===== config.mk =====
export PLATFORM = sky130hd
export DESIGN_NAME = program_loader
export DESIGN_NICKNAME = d
export VERILOG_FILES = /design/src/rtl/program_loader_pkg.sv /design/src/rtl/loader_word_packer.sv /design/src/rtl/program_loader.sv
export SDC_FILE = /design/constraint.sdc
export NUM_CORES = 1
export LEC_CHECK = 0
export ABC_CLOCK_PERIOD_IN_PS = 3100
export CORE_AREA = 4 4 107 109
export CTS_CLUSTER_SIZE = 40
export DETAILED_ROUTE_END_ITERATION = 16
export DIE_AREA = 0 0 111 113
export PLACE_DENSITY = 0.67
export SLEW_MARGIN = 20
export SYNTH_ARGS = -nofsm -noshare
export SYNTH_HDL_FRONTEND = slang
export SYNTH_SLANG_ARGS = --single-unit

===== constraint.sdc =====
create_clock -name clk -period 3.1 [get_ports clk]
set_input_delay 0.775 -clock clk [delete_from_list [all_inputs] [get_ports clk]]
set_output_delay 0.775 -clock clk [all_outputs]
set_load 0.02 [all_outputs]

===== src/rtl/program_loader_pkg.sv =====
// rtl/program_loader_pkg.sv - shared states and framing constants for program_loader
package program_loader_pkg;

    localparam int LEN_BYTES      = 2;
    localparam int BYTES_PER_WORD = 4;

    typedef enum logic [2:0] {
        IDLE,
        LEN_LO,
        LEN_HI,
        DATA,
        WRITE,
        CHECK,
        DONE,
        ERROR
    } state_t;

    // A load holds the CPU in every state between acceptance and completion, including ERROR.
    function automatic logic busy_state(input state_t s);
        return (s != IDLE) && (s != DONE);
    endfunction

endpackage


===== src/rtl/loader_word_packer.sv =====
// rtl/loader_word_packer.sv - little-endian byte-to-word assembler with byte counter
module loader_word_packer
    import program_loader_pkg::*;
(
    input  logic        clk,
    input  logic        rst,
    input  logic        i_clr,
    input  logic        i_push,
    input  logic [7:0]  i_byte,
    output logic        o_last,
    output logic [31:0] o_word
);

    localparam int CNT_W = $clog2(BYTES_PER_WORD);

    logic [CNT_W-1:0] r_cnt;
    logic [23:0]      r_shift;

    // Only the three earlier bytes are stored; the word completes with the byte being pushed.
    assign o_word = {i_byte, r_shift};
    assign o_last = (r_cnt == CNT_W'(BYTES_PER_WORD - 1));

    always_ff @(posedge clk) begin
        if (rst || i_clr) begin
            r_cnt   <= '0;
            r_shift <= '0;
        end else if (i_push) begin
            r_shift <= o_word[31:8];
            r_cnt   <= o_last ? '0 : r_cnt + 1'b1;
        end
    end

endmodule


===== src/rtl/program_loader.sv =====
// rtl/program_loader.sv - byte-stream program loader; PROGRAM_LOADER_CHECKSUM_EN adds an XOR checksum byte
module program_loader
    import program_loader_pkg::*;
#(
    parameter int ADDR_W = 11
) (
    input  logic              clk,
    input  logic              rst,
    input  logic              load_start,
    input  logic              rx_valid,
    input  logic [7:0]        rx_data,
    output logic              rx_ready,
    output logic              mem_w_en,
    output logic [ADDR_W-1:0] mem_addr,
    output logic [31:0]       mem_data,
    output logic              cpu_hold,
    output logic              busy,
    output logic              done,
    output logic              err,
    output logic [ADDR_W:0]   word_count
);

    localparam logic [31:0] MAX_WORDS = 32'd1 << ADDR_W;

    state_t            r_state;
    state_t            w_next_state;
    logic              r_rx_ready;
    logic              r_mem_w_en;
    logic [ADDR_W-1:0] r_addr;
    logic [31:0]       r_mem_data;
    logic              r_hold;
    logic              r_done;
    logic              r_err;
    logic [ADDR_W:0]   r_word_count;
    logic [7:0]        r_len_lo;

    logic              w_accept;
    logic              w_start;
    logic [15:0]       w_len;
    logic [ADDR_W:0]   w_addr_next;
    logic              w_more;
    logic              w_pk_last;
    logic [31:0]       w_pk_word;

    assign w_accept    = rx_valid && r_rx_ready;
    assign w_start     = load_start && ((r_state == IDLE) || (r_state == ERROR));
    assign w_len       = {rx_data, r_len_lo};
    assign w_addr_next = {1'b0, r_addr} + {{ADDR_W{1'b0}}, 1'b1};
    assign w_more      = (w_addr_next < r_word_count);

    loader_word_packer u_packer (
        .clk    (clk),
        .rst    (rst),
        .i_clr  (w_start),
        .i_push (w_accept && (r_state == DATA)),
        .i_byte (rx_data),
        .o_last (w_pk_last),
        .o_word (w_pk_word)
    );

`ifdef PROGRAM_LOADER_CHECKSUM_EN
    logic [7:0] r_csum;

    always_ff @(posedge clk) begin
        if (rst || w_start) begin
            r_csum <= '0;
        end else if (w_accept && (r_state == DATA)) begin
            r_csum <= r_csum ^ rx_data;
        end
    end

    function automatic logic ready_state(input state_t s);
        return (s == LEN_LO) || (s == LEN_HI) || (s == DATA) || (s == CHECK);
    endfunction
`else
    function automatic logic ready_state(input state_t s);
        return (s == LEN_LO) || (s == LEN_HI) || (s == DATA);
    endfunction
`endif

    always_comb begin
        w_next_state = r_state;
        case (r_state)
            IDLE:   if (load_start) w_next_state = LEN_LO;
            LEN_LO: if (w_accept) w_next_state = LEN_HI;
            LEN_HI: begin
                if (w_accept) begin
                    if ({16'd0, w_len} > MAX_WORDS) w_next_state = ERROR;
                    else if (w_len == 16'd0)        w_next_state = CHECK;
                    else                            w_next_state = DATA;
                end
            end
            DATA:   if (w_accept && w_pk_last) w_next_state = WRITE;
            WRITE:  w_next_state = w_more ? DATA : CHECK;
`ifdef PROGRAM_LOADER_CHECKSUM_EN
            CHECK:  if (w_accept) w_next_state = (rx_data == r_csum) ? DONE : ERROR;
`else
            CHECK:  w_next_state = DONE;
`endif
            DONE:   w_next_state = IDLE;
            ERROR:  if (load_start) w_next_state = LEN_LO;
            default: w_next_state = IDLE;
        endcase
    end

    // Status outputs are registered from the next state so they line up with r_state.
    always_ff @(posedge clk) begin
        if (rst) begin
            r_state      <= IDLE;
            r_rx_ready   <= 1'b0;
            r_mem_w_en   <= 1'b0;
            r_addr       <= '0;
            r_mem_data   <= '0;
            r_hold       <= 1'b0;
            r_done       <= 1'b0;
            r_err        <= 1'b0;
            r_word_count <= '0;
            r_len_lo     <= '0;
        end else begin
            r_state    <= w_next_state;
            r_rx_ready <= ready_state(w_next_state);
            r_mem_w_en <= (w_next_state == WRITE);
            r_hold     <= busy_state(w_next_state);
            r_done     <= (w_next_state == DONE);
            r_err      <= (w_next_state == ERROR);
            if (w_start) r_addr <= '0;
            if (w_accept && (r_state == LEN_LO)) r_len_lo <= rx_data;
            if (w_accept && (r_state == LEN_HI)) r_word_count <= (ADDR_W+1)'(w_len);
            if (w_accept && (r_state == DATA) && w_pk_last) r_mem_data <= w_pk_word;
            // The index stops on the last word so it never wraps past a full memory.
            if ((r_state == WRITE) && w_more) r_addr <= w_addr_next[ADDR_W-1:0];
        end
    end

    assign rx_ready   = r_rx_ready;
    assign mem_w_en   = r_mem_w_en;
    assign mem_addr   = r_addr;
    assign mem_data   = r_mem_data;
    assign cpu_hold   = r_hold;
    assign busy       = r_hold;
    assign done       = r_done;
    assign err        = r_err;
    assign word_count = r_word_count;

endmodule


==> qor.csv, run 1 <==
stage,metric,value,unit
floorplan,Starting Density,38.5,%
clock_network,Root Buffer,clkbuf_8,
clock_network,total CTS buffers,9,
grt,all-layer global routing usage,17.0,%
synth,sequential-to-total area share from yosys stat,47.6,%
floorplan,Die Ht,113,microns
synth,Commonest cells post-synth,"nand2_1 (160), dfxtp_1 (97), a21oi_1 (82)",
place,post-detail-place hpwl,7.48,mm
clock_network,Clock Latency Late Sink,0.38,ns
critical_path,Critical Path Max Stage Delay,0.55,ns
critical_path,startpoint types,flop,
grt,vias in the first global route,3658,
outcome,outcome,"finished, final reports clean",
flow_run,Max Cap Violations,0,
critical_path,Worst path slowest cell,or4b_4,
synth,Mapped Cells,515,
synth,Post-synth EDFFs,0,
sta,final setup vio count,0,
sta,RSZ-0062 raised after global routing,true,
sta,Final Hold Fails,0,
route,Post-Route WL,10.6,mm
critical_path,critical path required time,3.37,ns
route,vias per cell,5.08,
floorplan,Die ar.,12500,sq um
place,placed insts,715,
critical_path,crit path buf inv count,0,
route,ANT nets after route,0,
power,pwr/cell area,410,nW/um^2
critical_path,worst-path fanout max,8,
critical_path,critical path's most frequent cell,nand3_2,
floorplan,Die X,111,microns
floorplan,io pins,73,
critical_path,Worst setup EP type,flop,
clock_network,TritonCTS clock tree,done,
synth,Synth Warn #,0,
power,PnR Total Power,2.21,mW
grt,GR Overflow Total,0,
final_layout,nets,624,
grt,first-pass GRT wire length,17.5,mm
route,Vias,3781,
sta,Slew Limit Headroom,60.0,%
sta,Slew Limit Fails,0,
critical_path,"delay-heaviest family, CP",simple AND/OR/NAND/NOR gates,
synth,top post-synthesis cells by area,"dfxtp_1 (48%), nand2_1 (15%), a21oi_1 (10%)",
synth,Mapped Area,4080,sq um
power,maximum vdd ir drop,0.212,mV
synth,post-synth top area share,47.6,%
synth,Most used DFF post-synth,dfxtp_1,
clock_network,clock buffer depth,2,
grt,Global Route met2 Usage,27.2,%
floorplan,num rows,38,
sta,fin crit share,98.1,%
final_layout,Finished Layout Cells,744,
critical_path,critical-path cell list,"and3_4, nand3_2, nor2_4, nand3_2, xnor2_1, ha_1, a211oi_2, o22ai_1, a31o_1, or4b_4, nor2b_4, a221o_1",
min_path,HP Class,reg -> reg,
route,Routed WL per cell,14.3,microns
route,DRC violations left,0,
synth,Yosys top cell by area,dfxtp_1,
grt,GR Util met3,3.48,%
synth,Yosys reg bits,97,
final_layout,P&R area growth vs syn,31.9,%
sta,"Min Clock Period, post-route",3.04,ns
final_layout,# diodes,0,
synth,top-count cell post-synth,nand2_1,
floorplan,Core Region,10600,sq um
clock_network,H-tree depth,3,
clock_network,clk slew on worst S/H paths,0.10,ns
sta,Worst Tran Pin Value,0.600,ns
sta,Max Fclk,329,MHz
sta,setup TNS,0,ns
route,drt initial violations,236,
clock_network,hold_buf cts,0,
route,number of detailed-route iterations in the first pass,5,
synth,post-synth cell types,45,
power,leakage,1.87,nW
sta,clk_skew,0.0133,ns
critical_path,crit path kind,reg -> reg,
grt,pin count of the biggest net entering global routing,34,
critical_path,"Data arrival, critical path",3.31,ns
place,GPL Wtd Cong,0.862,
grt,GR met1 Demand/Resource,22.3,%
clock_network,clk sinks,97,
synth,syn nets,540,
place,PortBufs,72,
synth,Syn Area/Cell,7.93,sq um
grt,layer with the highest usage,met2,
synth,share of flip-flops with an asynchronous set or reset,0,%
final_layout,share of cells above drive strength 1,13.2,%
grt,initial antenna violation count,0,
metrics by stage:
step / hold slack, ns / worst slack (ns) / util [%] / area, sq um
floorplan: 0.432 / 0.00514 / - / 4110
global placement: 0.442 / 0.00794 / 47.3 / 5010
detailed placement: 0.449 / -0.119 / 47.3 / 5010
CTS: 0.463 / -0.0386 / 50.2 / 5320
global route: 0.476 / -0.0511 / 50.8 / 5380
finish: 0.459 / 0.0599 / 50.8 / 5380
worst min-delay path, delay by kind of cell (launching register included):
family / cells / cell delay, ns
AND/OR/NAND/NOR: 1 / 0.05
flip-flops: 1 / 0.32
AO/OA/AOI/OAI: 1 / 0.05
per-layer routing:
metal	share of wire (%)	vias to the layer above
met2	46	138
met5	0	-
met3	5.5	18
met4	2.6	0
met1	46	1744
li1	-	1881
power breakdown:
| part | internal (mW) | switching, mW |
|---|---|---|
| sequential | 1.25 | 0.0170 |
| combinational | 0.0540 | 0.0767 |
| clock | 0.315 | 0.494 |
| total | 1.62 | 0.588 |
path summary, 6_finish.rpt:
kind               start           to  slack, ns  depth (start not counted)
max          mem_addr[1]  mem_addr[9]       0.06                         12
min          mem_data[3]  mem_data[3]       0.46                          2
max reg2reg  mem_addr[1]  mem_addr[9]       0.06                         12
min reg2reg  mem_data[3]  mem_data[3]       0.46                          2
kinds of logic after synthesis:
logic type,count (synthesis),synth area share [%]
and+or+nand+nor,237,25.4
DFF,97,47.6
buffers and inverters,45,4.66
AOI/OAI and AO/OA,107,14.6
xor gates and xnor gates,6,1.29
muxes,10,2.51
adders and majority gates,13,3.98
registers in the layout (all words and copies together), names as in the netlist:
signal / count
busy: 1
done: 1
err: 1
mem_addr: 11
mem_data: 32
mem_w_en: 1
r_len_lo: 8
r_state: 3
rx_ready: 1
u_packer.r_cnt: 2
u_packer.r_shift: 24
word_count: 12
repair_timing:
item                       CTS  global route
pin swaps                    9             8
setup endpoints to repair   11            12
buffers inserted             9             3
gates resized for setup      8            10
gates cloned                 1             0
final cells by class:
cell class	count	area [sq um]
flip-flops and latches	97	1960
clock buffers	9	124
inverters	13	48.8
clock inverters	7	71.3
multi-input cells	374	2050
well taps	140	175
fillers	1021	5220
repair buffers	104	956
cell usage in the layout (no fill, tap or decap), types with 3 or more instances in the layout:
| cell type | netlist | layout |
|---|---|---|
| nand2_1 | 160 | 159 |
| a211oi_1 | 3 | 3 |
| mux2i_1 | 8 | 8 |
| dfxtp_2 | 0 | 4 |
| ha_1 | 13 | 12 |
| xnor2_1 | 4 | 4 |
| o21ai_0 | 7 | 5 |
| dfxtp_4 | 0 | 3 |
| a21o_1 | 4 | 4 |
| nand2b_1 | 8 | 8 |
| nor2_2 | 2 | 3 |
| clkbuf_8 | 0 | 9 |
| buf_4 | 1 | 32 |
| nor4_1 | 4 | 4 |
| dfxtp_1 | 97 | 90 |
| clkdlybuf4s50_1 | 0 | 71 |
| a21oi_1 | 82 | 82 |
| nand4_1 | 3 | 3 |
| and3_1 | 5 | 3 |
| nand3_1 | 10 | 7 |
| nor2_1 | 20 | 18 |
| nor3_1 | 9 | 8 |
| inv_1 | 13 | 13 |
| nor3b_1 | 4 | 4 |
No activity file was read; power rests on OpenSTA's default activity.
==> inputs of run 2 (changes only) <==
ABC_CLOCK_PERIOD_IN_PS = 2700   (was 3100)
clock period = 2.7 ns   (was 3.1 ns; I/O delays follow)
==> run 2 against run 1 <==
The run now ends with setup timing left. Maximum frequency up 3.2%. Total power up 16%. Die area unchanged. Worst hold slack better by 0.0029 ns. Flip-flop and latch count unchanged. Wire length up 5.2%. Sequential power up 15%. First-iteration DRC count down 31%. Sequential share of layout area down 2.1 points. Setup slack worse by 0.31 ns.
==> qor.csv, run 2 (synthesized netlist as in run 1, its figures left out) <==
stage,metric,value,unit
clock_network,clk slew on worst S/H paths,0.10,ns
final_layout,multi-input combinational cell area,2150,sq um
sta,"Min Clock Period, post-route",2.95,ns
sta,clk_skew,0.0128,ns
sta,Slew Limit Headroom,64.0,%
floorplan,io pins,73,
critical_path,critical path required time,2.95,ns
clock_network,TritonCTS clock tree,done,
grt,initial antenna violation count,0,
power,pwr/cell area,447,nW/um^2
outcome,outcome,"complete, but fails checks",
clock_network,clock buffer depth,2,
place,GPL Wtd Cong,0.769,
grt,vias in the first global route,3896,
clock_network,Clock Latency Late Sink,0.36,ns
sta,final worst setup slack,-0.247,ns
grt,all-layer global routing usage,18.2,%
place,Placed Area,5320,sq um
sta,RSZ-0062 raised after global routing,true,
clock_network,H-tree depth,3,
place,post-detail-place hpwl,8.01,mm
sta,Worst Tran Pin Value,0.540,ns
final_layout,"commonest non-fill, non-tap cells in the layout","nand2_1 (159), dfxtp_1 (91), a21oi_1 (78)",
min_path,HP Class,reg -> reg,
clock_network,Root Buffer,clkbuf_8,
critical_path,startpoint types,flop,
power,maximum vdd ir drop,0.298,mV
final_layout,Fillers,988,
floorplan,Die X,111,microns
power,Switching Power,0.627,mW
final_layout,Largest register FFs,32,
power,switching fraction of total power,24.5,%
grt,pin count of the biggest net entering global routing,37,
final_layout,# diodes,0,
power,clock group share of total power,36.5,%
critical_path,crit path kind,reg -> reg,
floorplan,num rows,38,
sta,final setup vio count,14,
grt,first-pass GRT wire length,18.8,mm
route,number of detailed-route iterations in the first pass,5,
floorplan,Die ar.,12500,sq um
final_layout,share of cells above drive strength 1,19.2,%
route,DRC violations left,0,
route,Routed WL per cell,14.5,microns
flow_run,Max Cap Violations,0,
route,vias per cell,5.10,
route,Post-Route WL,11.2,mm
sta,Max Fclk,339,MHz
route,Vias,3931,
outcome,violated checks,setup timing,
power,Logic pwr share,6.5,%
route,drt initial violations,162,
clock_network,hold_buf cts,0,
place,PortBufs,72,
critical_path,"Data arrival, critical path",3.20,ns
final_layout,nets,651,
final_layout,sequential cell area,1960,sq um
clock_network,clk sinks,97,
final_layout,"commonest non-fill, non-tap cell in the layout",nand2_1,
final_layout,P&R area growth vs syn,40.0,%
clock_network,total CTS buffers,9,
critical_path,worst-path fanout max,5,
power,leakage,2.06,nW
floorplan,Die Ht,113,microns
sta,Slew Limit Fails,0,
grt,GR Overflow Total,0,
floorplan,Core Region,10600,sq um
power,PnR Total Power,2.56,mW
sta,Final Hold Fails,0,
power,Flop pwr share,57.0,%
floorplan,Starting Density,38.5,%
power,internal power,1.93,mW
route,ANT nets after route,0,
final_layout,final instance area,5720,sq um
sta,fin crit share,109,%
critical_path,Worst setup EP type,flop,
==> run 2: through the flow <==
stage / hold slack [ns] / setup slack (ns) / TNS [ns] / util, % / std cells
after global routing: 0.488 / -0.358 / -4.34 / 53.9 / 771
after floorplan: 0.432 / -0.354 / -2.97 / - / 515
after detailed placement: 0.452 / -0.266 / -2.80 / 50.2 / 749
final: 0.462 / -0.247 / -2.58 / 53.9 / 771
after global placement: 0.445 / -0.211 / -2.07 / 50.2 / 749
after CTS: 0.467 / -0.222 / -2.21 / 53.2 / 771
==> run 2: path summary, 6_finish.rpt <==
path / slack, ns / depth (start not counted) / end / from
worst min register to register: 0.46 / 2 / mem_data[6] / mem_data[6]
worst min-delay path: 0.46 / 2 / mem_data[6] / mem_data[6]
worst max register to register: -0.25 / 12 / mem_addr[7] / mem_addr[4]
worst max-delay path: -0.25 / 12 / mem_addr[7] / mem_addr[4]
==> run 2: repair_timing <==
item                       4_1_cts  5_1_grt
resized for setup               21       13
gates cloned                     0        1
buffers inserted                 6        1
pin swaps                        3        3
setup endpoints to repair       14       17
==> run 2: final cells by class <==
class | instances | share of cell area (%)
multi-input cells | 374 | 37.6
flip-flops and latches | 97 | 34.2
repair buffers | 131 | 20.8
well taps | 140 | 3.06
clock buffers | 12 | 2.89
inverters | 13 | 0.854
clock inverters | 4 | 0.547
==> run 2: power groups by stage <==
stage	Clock [mW]	Combinational [mW]	Sequential [mW]
floorplan	0	0.0918	1.48
global placement	0	0.157	1.49
detailed placement	0	0.159	1.49
CTS	0.960	0.164	1.46
global route	1.02	0.181	1.46
finish	0.933	0.167	1.46
==> run 2: layer usage <==
metal | share of wire, % | global-route usage [%]
met1 | 47 | 23.9
met2 | 47 | 29.8
met3 | 4.9 | 4.01
met4 | 1.7 | 6.65
met5 | 0 | 0
==> run 2: critical path: stages (launching register included) <==
cell	delay, ns
dfxtp_4	0.37
and3_4	0.19
nand3_4	0.10
nor2_4	0.10
nand3_2	0.11
xnor2_2	0.14
ha_1	0.31
a211oi_2	0.19
o22ai_1	0.11
a31o_1	0.20
or4b_4	0.53
nor2b_4	0.17
a221o_1	0.30
==> inputs of run 3 (changes only) <==
ABC_CLOCK_PERIOD_IN_PS = 3250   (was 2700)
GPL_TIMING_DRIVEN = 0   (was unset)
PLACE_DENSITY = 0.65   (was 0.67)
clock period = 3.25 ns   (was 2.7 ns; I/O delays follow)
==> run 3 against run 2 <==
The flow now finishes without violations. Global-route usage fell by 1.4 points. Clock power fell by 26%. Setup slack improved by 0.32 ns. Sequential power fell by 18%. Critical path depth rose by 1. Sequential share of layout area rose by 2.5 points. Maximum frequency fell by 7.2%. Count of clock-buffer cells in the layout fell by 1. Flip-flop and latch count did not move. Core utilization fell by 3.6 points. Register-to-register slack improved by 0.32 ns. Worst hold slack got worse by 0.0027 ns. Largest power group unchanged.
==> qor.csv, run 3 (synthesized netlist as in run 1, its figures left out) <==
stage,metric,value,unit
outcome,outcome,"finished, final reports clean",
route,ANT nets after route,0,
place,GPL Wtd Cong,0.846,
final_layout,# diodes,0,
sta,Max Fclk,315,MHz
route,drt initial violations,162,
power,Switching Power,0.501,mW
grt,first-pass GRT wire length,17.2,mm
critical_path,worst-path fanout max,7,
clock_network,Clock Latency Late Sink,0.36,ns
clock_network,clk slew on worst S/H paths,0.09,ns
floorplan,num rows,38,
place,dpl ws,-0.244,ns
place,PortBufs,72,
clock_network,hold_buf cts,0,
floorplan,Die X,111,microns
sta,Slew Limit Headroom,64.8,%
grt,vias in the first global route,3537,
final_layout,Finished Layout Cells,750,
power,Logic pwr share,6.6,%
power,leakage,1.80,nW
power,PnR Total Power,2.02,mW
sta,fin crit share,97.7,%
sta,final setup vio count,0,
grt,initial antenna violation count,0,
floorplan,io pins,73,
route,vias per cell,5.01,
sta,Final Hold Fails,0,
sta,setup TNS,0,ns
clock_network,clk sinks,97,
final_layout,Largest register FFs,32,
route,number of detailed-route iterations in the first pass,4,
sta,Fin Hold WS,0.459,ns
sta,"Min Clock Period, post-route",3.17,ns
floorplan,Starting Density,38.5,%
final_layout,sequential cell area,1960,sq um
route,DRC violations left,0,
power,pwr/cell area,380,nW/um^2
final_layout,multi-input combinational cell area,2070,sq um
critical_path,Worst setup EP type,flop,
grt,all-layer global routing usage,16.9,%
route,Post-Route WL,10.7,mm
clock_network,total CTS buffers,9,
critical_path,startpoint types,flop,
critical_path,critical path required time,3.50,ns
min_path,HP Class,reg -> reg,
final_layout,share of cells above drive strength 1,8.69,%
sta,RSZ-0062 raised after global routing,true,
clock_network,TritonCTS clock tree,done,
flow_run,Max Cap Violations,0,
critical_path,crit path kind,reg -> reg,
clock_network,Root Buffer,clkbuf_8,
route,Routed WL per cell,14.3,microns
route,Vias,3754,
sta,Worst Tran Pin Value,0.529,ns
final_layout,"commonest non-fill, non-tap cells in the layout","nand2_1 (160), dfxtp_1 (91), a21oi_1 (82)",
floorplan,Die Ht,113,microns
power,maximum vdd ir drop,0.174,mV
sta,Slew Limit Fails,0,
clock_network,H-tree depth,3,
floorplan,Core Region,10600,sq um
sta,final worst setup slack,0.0759,ns
power,Flop pwr share,59.5,%
final_layout,Fillers,1027,
place,post-detail-place hpwl,7.76,mm
sta,clk_skew,0.0124,ns
power,switching fraction of total power,24.8,%
grt,GR Overflow Total,0,
critical_path,"Data arrival, critical path",3.42,ns
floorplan,Die ar.,12500,sq um
final_layout,nets,631,
final_layout,"Core Util, Final",50.3,%
final_layout,"commonest non-fill, non-tap cell in the layout",nand2_1,
power,internal power,1.52,mW
place,Placed Area,4990,sq um
grt,pin count of the biggest net entering global routing,16,
power,clock group share of total power,33.9,%
clock_network,clock buffer depth,2,
place,placed insts,727,
final_layout,final instance area,5330,sq um
final_layout,P&R area growth vs syn,30.6,%
[run 3: changes by cell type in the layout (fill, tap and decap cells not counted), moves of 3 or more]
| cell | before | now |
|---|---|---|
| a21oi_2 | 4 | 0 |
| a21oi_1 | 78 | 82 |
| buf_4 | 53 | 9 |
| clkbuf_1 | 0 | 28 |
| clkbuf_8 | 12 | 9 |
| nand3_2 | 3 | 0 |
| buf_6 | 5 | 2 |
[run 3: metal layers]
layer / track usage, % / vias to the layer above / share of wire, %
met1: 21.9 / 1741 / 45
li1: - / 1906 / -
met2: 27.1 / 94 / 48
met5: 0 / - / 0
met3: 4.60 / 13 / 5.5
met4: 5.99 / 0 / 2.0
[run 3: power by group through the flow]
| stage | Combinational, mW | Clock [mW] | Sequential (mW) |
|---|---|---|---|
| global placement | 0.132 | 0 | 1.23 |
| floorplan | 0.0758 | 0 | 1.24 |
| finish | 0.134 | 0.687 | 1.20 |
| global route | 0.147 | 0.765 | 1.21 |
| detailed placement | 0.133 | 0 | 1.23 |
| CTS | 0.134 | 0.709 | 1.20 |
[run 3: repair_timing]
| action | 4_1_cts | 5_1_grt |
|---|---|---|
| cloned | 0 | 1 |
| resized for setup | 10 | 17 |
| pin swaps | 5 | 7 |
| buffers inserted | 3 | 5 |
| setup endpoints to repair | 12 | 12 |
[run 3: worst max-delay path: stages, from the launching register on]
cell and delay [ns]:
dfxtp_4 0.39, and3_4 0.20, nand3_4 0.10, nor2_4 0.16
nand3_4 0.10, xnor2_2 0.15, ha_1 0.33, a211oi_2 0.21
o22ai_1 0.10, a31o_1 0.22, or4b_1 0.54, buf_6 0.15
nor2b_4 0.14, a221o_1 0.28
[run 3: cell type report]
class	count	area share, %
buffer	31	2.56
clock buffer	11	2.46
clock inverter	4	0.563
inverter	13	0.915
multi-input combinational	374	38.9
sequential	97	36.7
tap	140	3.28
timing repair buffer	80	14.6
[run 3: path summary, 6_finish.rpt]
kind | start | end | slack, ns | cells after the start
worst max-delay path | mem_addr[0] | mem_addr[7] | 0.08 | 13
worst min-delay path | u_packer.r_shift[0] | mem_data[0] | 0.46 | 2
worst max register to register | mem_addr[0] | mem_addr[7] | 0.08 | 13
worst min register to register | u_packer.r_shift[0] | mem_data[0] | 0.46 | 2
